`config.mk`:
```
export PLATFORM = sky130hd
export DESIGN_NAME = fetch_unit
export DESIGN_NICKNAME = d
export VERILOG_FILES = /design/src/rtl/riscv_pkg.sv /design/src/rtl/fetch_unit.sv
export SDC_FILE = /design/constraint.sdc
export NUM_CORES = 1
export LEC_CHECK = 0
export BUFFER_PORTS_ARGS = -buffer_cell sky130_fd_sc_hd__buf_2
export CAP_MARGIN = 15
export CORE_ASPECT_RATIO = 1.25
export CORE_MARGIN = 1.5
export CORE_UTILIZATION = 35
export DETAILED_ROUTE_END_ITERATION = 16
export GPL_TIMING_DRIVEN = 0
export MAX_ROUTING_LAYER = met4
export SLEW_MARGIN = 20
export SYNTH_ARGS = -nofsm -noshare
export SYNTH_HDL_FRONTEND = slang
export SYNTH_SLANG_ARGS = --single-unit
```
`constraint.sdc`:
```
create_clock -name clk -period 2.2 [get_ports clk]
set_input_delay 0.33 -clock clk [delete_from_list [all_inputs] [get_ports clk]]
set_output_delay 0.33 -clock clk [all_outputs]
set_load 0.005 [all_outputs]
```
`src/rtl/riscv_pkg.sv`:
```
// Shared RISC-V core definitions: fetch FSM encoding and architectural constants.
package riscv_pkg;

    typedef enum logic [1:0] {
        IDLE = 2'd0,
        REQ  = 2'd1,
        WAIT = 2'd2,
        HOLD = 2'd3
    } fetch_state_t;

    // addi x0, x0, 0
    localparam logic [31:0] NOP_INSTR        = 32'h0000_0013;
    localparam logic [31:0] DEFAULT_RESET_PC = 32'h0000_0000;

endpackage

```
`src/rtl/fetch_unit.sv`:
```
// Instruction fetch stage: owns the PC, issues one word request at a time to
// instruction memory, and hands each fetched instruction plus its PC to decode.
// Redirects (taken branch / JAL) replace the PC and squash any in-flight fetch.
module fetch_unit
    import riscv_pkg::*;
#(
    parameter logic [31:0] RESET_PC = DEFAULT_RESET_PC
) (
    input  logic        clk,
    input  logic        rst_n,
    output logic        imem_req_valid,
    output logic [31:0] imem_addr,
    input  logic        imem_req_ready,
    input  logic        imem_rsp_valid,
    input  logic [31:0] imem_rsp_data,
    output logic        instr_valid,
    output logic [31:0] instr,
    output logic [31:0] instr_pc,
    input  logic        instr_ready,
    input  logic        redirect_valid,
    input  logic [31:0] redirect_pc,
    input  logic [31:0] imm_ext,
    output logic        misalign_err
);

    fetch_state_t state_q, state_d;
    logic [31:0]  pc_q, pc_d;
    logic         drop_q, drop_d;
    logic         instr_valid_q, instr_valid_d;
    logic [31:0]  instr_q, instr_d;
    logic [31:0]  instr_pc_q, instr_pc_d;
    logic         misalign_q, misalign_d;

    // Redirect target wraps modulo 2^32; the low bits are dropped to keep fetch word-aligned.
    logic [31:0]  target_raw;
    logic [31:0]  target;
    assign target_raw = redirect_pc + imm_ext;
    assign target     = {target_raw[31:2], 2'b00};

    // Request side is decoded straight from state and PC so the address is stable until accepted.
    assign imem_req_valid = (state_q == REQ);
    assign imem_addr      = pc_q;
    assign instr_valid    = instr_valid_q;
    assign instr          = instr_q;
    assign instr_pc       = instr_pc_q;
    assign misalign_err   = misalign_q;

    // Next-state logic: redirect has priority over every handshake in the same cycle.
    always_comb begin
        state_d       = state_q;
        pc_d          = pc_q;
        drop_d        = drop_q;
        instr_valid_d = instr_valid_q;
        instr_d       = instr_q;
        instr_pc_d    = instr_pc_q;
        misalign_d    = redirect_valid && (target_raw[1:0] != 2'b00);

        case (state_q)
            IDLE: begin
                state_d = REQ;
                if (redirect_valid) pc_d = target;
            end
            REQ: begin
                if (redirect_valid) begin
                    pc_d = target;
                    // An accepted request now fetches the wrong address; its response must be eaten.
                    if (imem_req_ready) begin
                        drop_d  = 1'b1;
                        state_d = WAIT;
                    end
                end else if (imem_req_ready) begin
                    state_d = WAIT;
                end
            end
            WAIT: begin
                if (redirect_valid) begin
                    pc_d = target;
                    if (imem_rsp_valid) begin
                        drop_d  = 1'b0;
                        state_d = REQ;
                    end else begin
                        drop_d = 1'b1;
                    end
                end else if (imem_rsp_valid) begin
                    if (drop_q) begin
                        drop_d  = 1'b0;
                        state_d = REQ;
                    end else begin
                        instr_d       = imem_rsp_data;
                        instr_pc_d    = pc_q;
                        instr_valid_d = 1'b1;
                        pc_d          = pc_q + 32'd4;
                        state_d       = HOLD;
                    end
                end
            end
            HOLD: begin
                if (redirect_valid) begin
                    instr_valid_d = 1'b0;
                    pc_d          = target;
                    state_d       = REQ;
                end else if (instr_ready) begin
                    instr_valid_d = 1'b0;
                    state_d       = REQ;
                end
            end
            default: state_d = IDLE;
        endcase
    end

    // State and output registers with asynchronous reset to the architectural reset values.
    always_ff @(posedge clk or negedge rst_n) begin
        if (!rst_n) begin
            state_q       <= IDLE;
            pc_q          <= RESET_PC;
            drop_q        <= 1'b0;
            instr_valid_q <= 1'b0;
            instr_q       <= NOP_INSTR;
            instr_pc_q    <= RESET_PC;
            misalign_q    <= 1'b0;
        end else begin
            state_q       <= state_d;
            pc_q          <= pc_d;
            drop_q        <= drop_d;
            instr_valid_q <= instr_valid_d;
            instr_q       <= instr_d;
            instr_pc_q    <= instr_pc_d;
            misalign_q    <= misalign_d;
        end
    end

endmodule

```
Word-level counts from Yosys, hierarchy flattened. Cells that the tools add are included.

Register bits: 101. Input port bits: 102. Output and inout bits: 99.

$add $sub $neg: 2. Equal/unequal tests: 12. Mux-type cells: 25. Bitwise gates (word level): 2. Reduce and logical (&&, ||, !) cells: 11.

Operators by type and width (number): $mux W32 (4); $pmux W32 S2 (1); $add A32 B3 Y32 const B (1); $add A32 B32 Y32 (1); $mux W2 (7); $mux W1 (10); $ne A3 B3 Y1 const B (3); $pmux W2 S4 (1); $reduce_and A4 Y1 (2); $ne A2 B1 Y1 const B (3); $ne A2 B2 Y1 const B (3); $reduce_and A3 Y1 (2); $reduce_bool A2 Y1 (3); $reduce_and A5 Y1 (1); $eq A2 B2 Y1 const B (2); $pmux W1 S2 (2); $reduce_or A3 Y1 (1); $eq A2 B1 Y1 const B (1); $logic_not A2 Y1 (1); $not A1 Y1 (2); $logic_and A1 B1 Y1 (1).

Longest topological paths before layout. Gate-level depths: netlist of the first run.

Word-level depth: 5. Mapped depth: 10. Gate-level depth less buffers: 8.

Worst setup path after synthesis of the first run. Ideal clock, no wire load.

Path kind: in2reg. Start: input port redirect_pc[0]. End: register pc_q[28], in the netlist imem_addr[28]. Library setup time: 0.125 ns. Data arrival time: 2.246 ns. Required time: 2.075 ns. Setup slack: -0.171 ns. Cell stages on the path: 8. Cells stage by stage: ha_1 -> fa_1 -> a21oi_1 -> o211ai_1 -> and4b_1 -> or4_1 -> nand4b_1 -> nand3_1.

Cells in the longest elaborated chain, start to end: 3. Elaborated cells between the ends (all ways): 4. Classes of those cells: add/sub: 1; mux: 3.

RTL lines: start, declared (line fetch_unit.sv:21) `input logic [31:0] redirect_pc,`; $add A32 B32 Y32 * (line fetch_unit.sv:37) `assign target_raw = redirect_pc + imm_ext;`; $mux W32 (on tied branches); $pmux W32 S2 * (line fetch_unit.sv:58) `case (state_q)`; end signal, assigned (line fetch_unit.sv:123) `pc_q <= pc_d;`; end, declared (line fetch_unit.sv:27) `logic [31:0] pc_q, pc_d;`.

Every way passes the cells marked *; elsewhere a longest branch is shown, timed or not. The select of a mux whose other input is x is not followed. A chain may end at the register's enable or synchronous reset.

Final worst setup path of the first run.
Start: input port redirect_pc[0]. End: register pc_q[22], in the netlist imem_addr[22].

Same word-level chain as after synthesis.

==> impl_metrics.env, run 1 <==
export IMPL_outcome="complete, no violations"
export IMPL_fin_worst_skew_ns=0.00840
export IMPL_reg2reg_depth=6
export IMPL_fin_hold_ws_ns=0.166
export IMPL_finalCritPeriodShare_pct=98.6
export IMPL_cts_root_buf="clkbuf_16"
export IMPL_synth_flop_cell="dfrtp_1"
export IMPL_drt_pass1_iterations=5
export IMPL_gp_congestion=0.902
export IMPL_n_antenna_cell=0
export IMPL_synth_most_common_cell="nand2_1"
export IMPL_place_hpwl_um=15400
export IMPL_routed_wl_um=19700
export IMPL_fin_nets=1138
export IMPL_synthesis_area_mm2=0.00643
export IMPL_ioPinCount=201
export IMPL_grt_overflow_total=0
export IMPL_cap_violations=0
export IMPL_drt_initial_drc_count=355
export IMPL_synth_seq_cells=97
export IMPL_yosys_warnings=0
export IMPL_synth_edf_count=0
export IMPL_arrival_ns=2.37
export IMPL_slew_viol_final=0
export IMPL_drcViolationCount=0
export IMPL_coreArea_mm2=0.0180
export IMPL_synth_top_cells_by_count="nand2_1, dfrtp_1, a21oi_1"
export IMPL_min_delay_path_class="in -> reg"
export IMPL_synth_top_area_share_pct=36.6
export IMPL_crit_start="redirect_pc[0]"
export IMPL_cts_tree="yes"
export IMPL_layout_drive_gt1_share_pct=28.5
export IMPL_fmax_mhz=461
export IMPL_ys_types=78
export IMPL_seq_area_frac_synth_pct=37.8
export IMPL_maxSlewHeadroom_pct=55.0
export IMPL_setup_viol=0
export IMPL_seq_area_mm2=0.00243
export IMPL_cp_max_fo=6
export IMPL_period_minus_slack_ns=2.17
export IMPL_endpoint="imem_addr[22]$_DFFE_PN0P_"
export IMPL_leakage_nw=4.13
export IMPL_io_buffer_count=196
export IMPL_avgViaCountPerCell=5.20
export IMPL_areaGrowthSynthToFinish_pct=27.9
export IMPL_ant_nets=0
export IMPL_syn_area_per_cell_um2=8.19
export IMPL_grt_antenna_before_repair=0
export IMPL_grt_usage_pct=20.4
export IMPL_critPathRequiredTime_ns=2.39
export IMPL_fillers=1862
export IMPL_yosys_top_cells_area="dfrtp_1, nand2_1, ha_1, a21oi_1, o21ai_0"
export IMPL_async_flop_share_pct=100
export IMPL_r2r_end="imem_addr[24]$_DFFE_PN0P_"
export IMPL_place_area_mm2=0.00775
export IMPL_vias=6402
export IMPL_grt_pass1_wl_um=31100
export IMPL_die_height_um=155
export IMPL_grt_pass1_vias=5945
export IMPL_routedWlPerCell_um=16.0
export IMPL_rows=55
export IMPL_r2r_start="imem_addr[16]$_DFFE_PN0P_"
export IMPL_htree_levels=3
export IMPL_design_area_mm2=0.00823
export IMPL_worstSkewPairLatency_ns=0.34
export IMPL_power_density_mw_per_mm2=847
export IMPL_grt_start_max_net_pins=75
export IMPL_final_util_pct=45.6
export IMPL_fin_setup_tns_ns=0
export IMPL_clk_path_buf_depth=2
export IMPL_worst_pin_slew_ns=0.675
export IMPL_rsz0062_at_grt="true"
export IMPL_cp_start_kind="input pin"
export IMPL_syn_instance_count=785
export IMPL_clk_pin_slew_ns=0.07
export IMPL_hold_violations=0
export IMPL_multi_input_area_mm2=0.00391
export IMPL_yosysTopAreaCell="dfrtp_1"
export IMPL_end_kind="flip-flop"
export IMPL_path_class="in -> reg"
export IMPL_r2r_slack_ns=0.08
export IMPL_cts_sinks=97
export IMPL_die_w_um=124
export IMPL_cts_buffers=9
export IMPL_die_area_mm2=0.0192
export IMPL_start_util_pct=35.7
export IMPL_worst_ir_drop_vdd_mv=0.351
==> flip-flops by register name, indices dropped and copies added, names as in the netlist <==
register and flops:
imem_addr 30, misalign_err 1, instr_valid 1, instr_pc 30, instr 32, state_q 2, drop_q 1
==> per-layer routing <==
| layer | up-vias | track usage, % | routed length (um) |
|---|---|---|---|
| met3 | 29 | 2.04 | 758 |
| met1 | 2959 | 25.0 | 8620 |
| met4 | 0 | 6.68 | 393 |
| met5 | - | - | 0 |
| met2 | 191 | 35.4 | 9930 |
| li1 | 3223 | - | - |
==> worst min-delay path by stage <==
stage                     depth (start not counted)            startpoint                       end  slack (ns)
after global placement                            2  instr[0]$_DFFE_PN1P_      instr[0]$_DFFE_PN1P_        0.44
after detailed placement                          1                 rst_n  imem_addr[4]$_DFFE_PN0P_        0.20
after floorplan                                   0                 rst_n        drop_q$_DFFE_PN0P_        0.03
final                                             3      imem_rsp_data[4]      instr[4]$_DFFE_PN1P_        0.17
after CTS                                         3      imem_rsp_data[1]      instr[1]$_DFFE_PN1P_        0.15
after global routing                              3      imem_rsp_data[1]      instr[1]$_DFFE_PN1P_        0.15
==> layout make-up <==
cell class | instances | area share (%)
Buffer | 39 | 2.42
Inverter | 13 | 0.593
Timing Repair Buffer | 201 | 12.7
Multi-Input combinational cell | 638 | 47.5
Tap cell | 228 | 3.47
Sequential cell | 97 | 29.6
Clock inverter | 7 | 0.928
Clock buffer | 9 | 2.74
==> critical path, stage by stage <==
cell	delay, ns
buf_2	0.11
ha_4	0.17
fa_2	0.39
a21oi_4	0.16
o211ai_1	0.19
and4b_2	0.35
o21ai_0	0.23
nor4b_1	0.33
a211oi_1	0.09
==> kinds of logic after synthesis <==
| kind of cell | count (synthesis) | share of synthesized area [%] |
|---|---|---|
| adder cells (fa/ha/maj) | 37 | 7.32 |
| XOR/XNOR | 29 | 3.95 |
| buffers and inverters | 53 | 3.68 |
| other | 1 | 0.0583 |
| AO/OA/AOI/OAI | 187 | 20.0 |
| flip-flops | 97 | 37.8 |
| AND/OR/NAND/NOR | 378 | 26.7 |
| multiplexers | 3 | 0.486 |
==> stage by stage <==
step | worst slack, ns | std cells | total power (W)
floorplan | 0.0122 | 788 | 0.00414
global placement | -0.520 | 1212 | 0.00527
detailed placement | -0.505 | 1213 | 0.00533
CTS | 0.0146 | 1231 | 0.00698
global route | -0.0668 | 1232 | 0.00746
finish | 0.0299 | 1232 | 0.00697
==> where the power goes <==
part / internal [W] / switching, W / leakage, nW
combinational: 0.00114 / 0.00134 / 2.75
clock: 0.000892 / 0.000706 / 0.143
sequential: 0.00241 / 0.000476 / 1.24
==> cell usage in the layout, fill, tap and decap left out, types with 12 or more instances in the layout <==
cell | netlist | final
a21o_1 | 15 | 15
a21oi_1 | 44 | 41
buf_2 | 6 | 201
clkbuf_1 | 23 | 15
dfrtp_1 | 94 | 91
ha_1 | 36 | 33
inv_1 | 13 | 12
nand2_1 | 230 | 230
nand3_1 | 17 | 17
nand4_1 | 22 | 22
nor2_1 | 38 | 38
o21ai_0 | 38 | 36
xnor2_1 | 18 | 18
==> timing repair <==
| action | 4_1_cts | 5_1_grt |
|---|---|---|
| setup buffers | 2 | 1 |
| cloned | 0 | 0 |
| endpoints found under the setup margin | 57 | 44 |
| pin swaps | 6 | 7 |
| gates resized for setup | 13 | 35 |
| hold endpoints to repair | 23 | 0 |
| hold buffers | 1 | 0 |
Power figures use the tool's default switching activity.
==> run 2: changes to the inputs <==
--- a/config.mk
+++ b/config.mk
@@ -13,6 +13,7 @@
 export DETAILED_ROUTE_END_ITERATION = 16
 export GPL_TIMING_DRIVEN = 0
 export MAX_ROUTING_LAYER = met4
+export PLACE_DENSITY = 0.59
 export SLEW_MARGIN = 20
 export SYNTH_ARGS = -nofsm -noshare
 export SYNTH_HDL_FRONTEND = slang
==> impl_metrics.env, run 2 (synthesis results as in run 1) <==
export IMPL_outcome="finished with violations"
export IMPL_violations="negative setup slack"
export IMPL_setup_ws_ns=-0.0331
export IMPL_fin_worst_skew_ns=0.00945
export IMPL_coreArea_mm2=0.0180
export IMPL_grt_pass1_wl_um=31300
export IMPL_cp_max_fo=6
export IMPL_min_delay_path_class="in -> reg"
export IMPL_cap_violations=0
export IMPL_gp_congestion=0.873
export IMPL_drt_pass1_iterations=5
export IMPL_hold_violations=0
export IMPL_grt_start_max_net_pins=71
export IMPL_place_hpwl_um=15500
export IMPL_slowest_delay_ns=0.44
export IMPL_drcViolationCount=0
export IMPL_rows=55
export IMPL_critPathBufInv=1
export IMPL_arrival_ns=2.46
export IMPL_avgViaCountPerCell=5.13
export IMPL_grt_antenna_before_repair=0
export IMPL_n_antenna_cell=0
export IMPL_ioPinCount=201
export IMPL_die_height_um=155
export IMPL_die_area_mm2=0.0192
export IMPL_routedWlPerCell_um=16.0
export IMPL_r2r_slack_ns=0.05
export IMPL_rsz0062_at_grt="true"
export IMPL_final_common_cell="nand2_1"
export IMPL_fin_nets=1137
export IMPL_largest_reg_flops=32
export IMPL_ant_nets=0
export IMPL_maxSlewHeadroom_pct=53.0
export IMPL_place_area_mm2=0.00775
export IMPL_cts_buffers=9
export IMPL_power_density_mw_per_mm2=846
export IMPL_cpMaxStageDelayCell="or4_4"
export IMPL_cts_root_buf="clkbuf_16"
export IMPL_critPathRequiredTime_ns=2.43
export IMPL_slew_viol_final=0
export IMPL_design_area_mm2=0.00817
export IMPL_grt_usage_pct=20.5
export IMPL_areaGrowthSynthToFinish_pct=27.1
export IMPL_drt_initial_drc_count=276
export IMPL_setup_viol=2
export IMPL_layout_drive_gt1_share_pct=27.4
export IMPL_io_buffer_count=196
export IMPL_worst_pin_slew_ns=0.698
export IMPL_finalCritPeriodShare_pct=102
export IMPL_final_cell_mix="nand2_1, buf_2, dfrtp_1"
export IMPL_period_minus_slack_ns=2.23
export IMPL_start_util_pct=35.7
export IMPL_worst_ir_drop_vdd_mv=0.344
export IMPL_htree_levels=3
export IMPL_fmax_mhz=448
export IMPL_worstSkewPairLatency_ns=0.34
export IMPL_clk_pin_slew_ns=0.07
export IMPL_leakage_nw=4.11
export IMPL_vias=6318
export IMPL_clk_path_buf_depth=2
export IMPL_crit_chain="buf_2 -> ha_1 -> fa_2 -> a21oi_2 -> o211ai_1 -> and4b_2 -> or4_4 -> nand4b_1 -> nand3_1"
export IMPL_end_kind="flip-flop"
export IMPL_grt_overflow_total=0
export IMPL_grt_pass1_vias=6048
export IMPL_critical_path_top_delay_family="simple AND/OR/NAND/NOR gates"
export IMPL_path_class="in -> reg"
export IMPL_cts_tree="yes"
export IMPL_die_w_um=124
export IMPL_final_util_pct=45.3
export IMPL_cp_start_kind="input pin"
export IMPL_cts_sinks=97
export IMPL_routed_wl_um=19700
[run 2: cell types whose count changed in the layout (fill, tap and decap cells not counted), sizes merged]
cell and delta:
buf +2, clkinvlp +1, clkbuf -1, inv -3
[run 2: area by class of cell]
class                      count  area, um2
buffer                        38        189
multi-input combinational    638       3880
inverter                      13       48.8
timing repair buffer         201       1050
clock inverter                 5       57.6
clock buffer                  11        233
fill                        1868       9860
sequential                    97       2430
tap                          228        285
[run 2: path summary, 6_finish.rpt]
| kind | start | to | cells past startpoint |
|---|---|---|---|
| max | redirect_pc[0] | imem_addr[28]$_DFFE_PN0P_ | 9 |
| max in group asynchronous | rst_n | instr[0]$_DFFE_PN1P_ | 3 |
| min in group asynchronous | rst_n | misalign_err$_DFF_PN0_ | 2 |
| min reg2reg | instr[4]$_DFFE_PN1P_ | instr[4]$_DFFE_PN1P_ | 2 |
| min | imem_rsp_data[0] | instr[0]$_DFFE_PN1P_ | 3 |
| max reg2reg | state_q[0]$_DFFE_PN0P_ | imem_addr[24]$_DFFE_PN0P_ | 8 |
[run 2: worst min-delay path, delay by kind of cell]
family,cells,cell delay [ns]
buffers and inverters,1,0.09
and+or+nand+nor,2,0.09
[run 2: timing repair]
action | in CTS | in global routing
hold endpoints to repair | 27 | 0
gates resized for setup | 14 | 20
gates cloned | 0 | 0
pin swaps | 4 | 0
hold buffers | 1 | 0
buffers inserted | 2 | 1
setup endpoints to repair | 58 | 65
[run 2: metal layers]
layer,share of wire [%],GRT usage [%]
met3,4.1,2.25
met5,0,-
met4,2.7,7.66
met1,44,25.2
met2,49,34.8
[run 2: where the power goes]
part | switching [W] | leakage (nW) | internal (W) | total [W]
clock network | 0.000674 | 0.132 | 0.000880 | 0.00155
registers | 0.000458 | 1.24 | 0.00241 | 0.00287
logic | 0.00135 | 2.74 | 0.00114 | 0.00250
total | 0.00249 | 4.11 | 0.00443 | 0.00692
[run 2: stage by stage]
stage          TNS (ns)  hold slack (ns)  instances  total power [W]  setup slack [ns]
3_5_place_dp     -14.14            0.213       1213          0.00534            -0.526
4_1_cts               0            0.160       1232          0.00695           0.00175
5_1_grt          -0.529            0.166       1231          0.00740            -0.109
6_report        -0.0609            0.169       1231          0.00692           -0.0331
3_3_place_gp     -38.34            0.445       1212          0.00527            -0.512
2_1_floorplan         0           0.0344        788          0.00414            0.0122
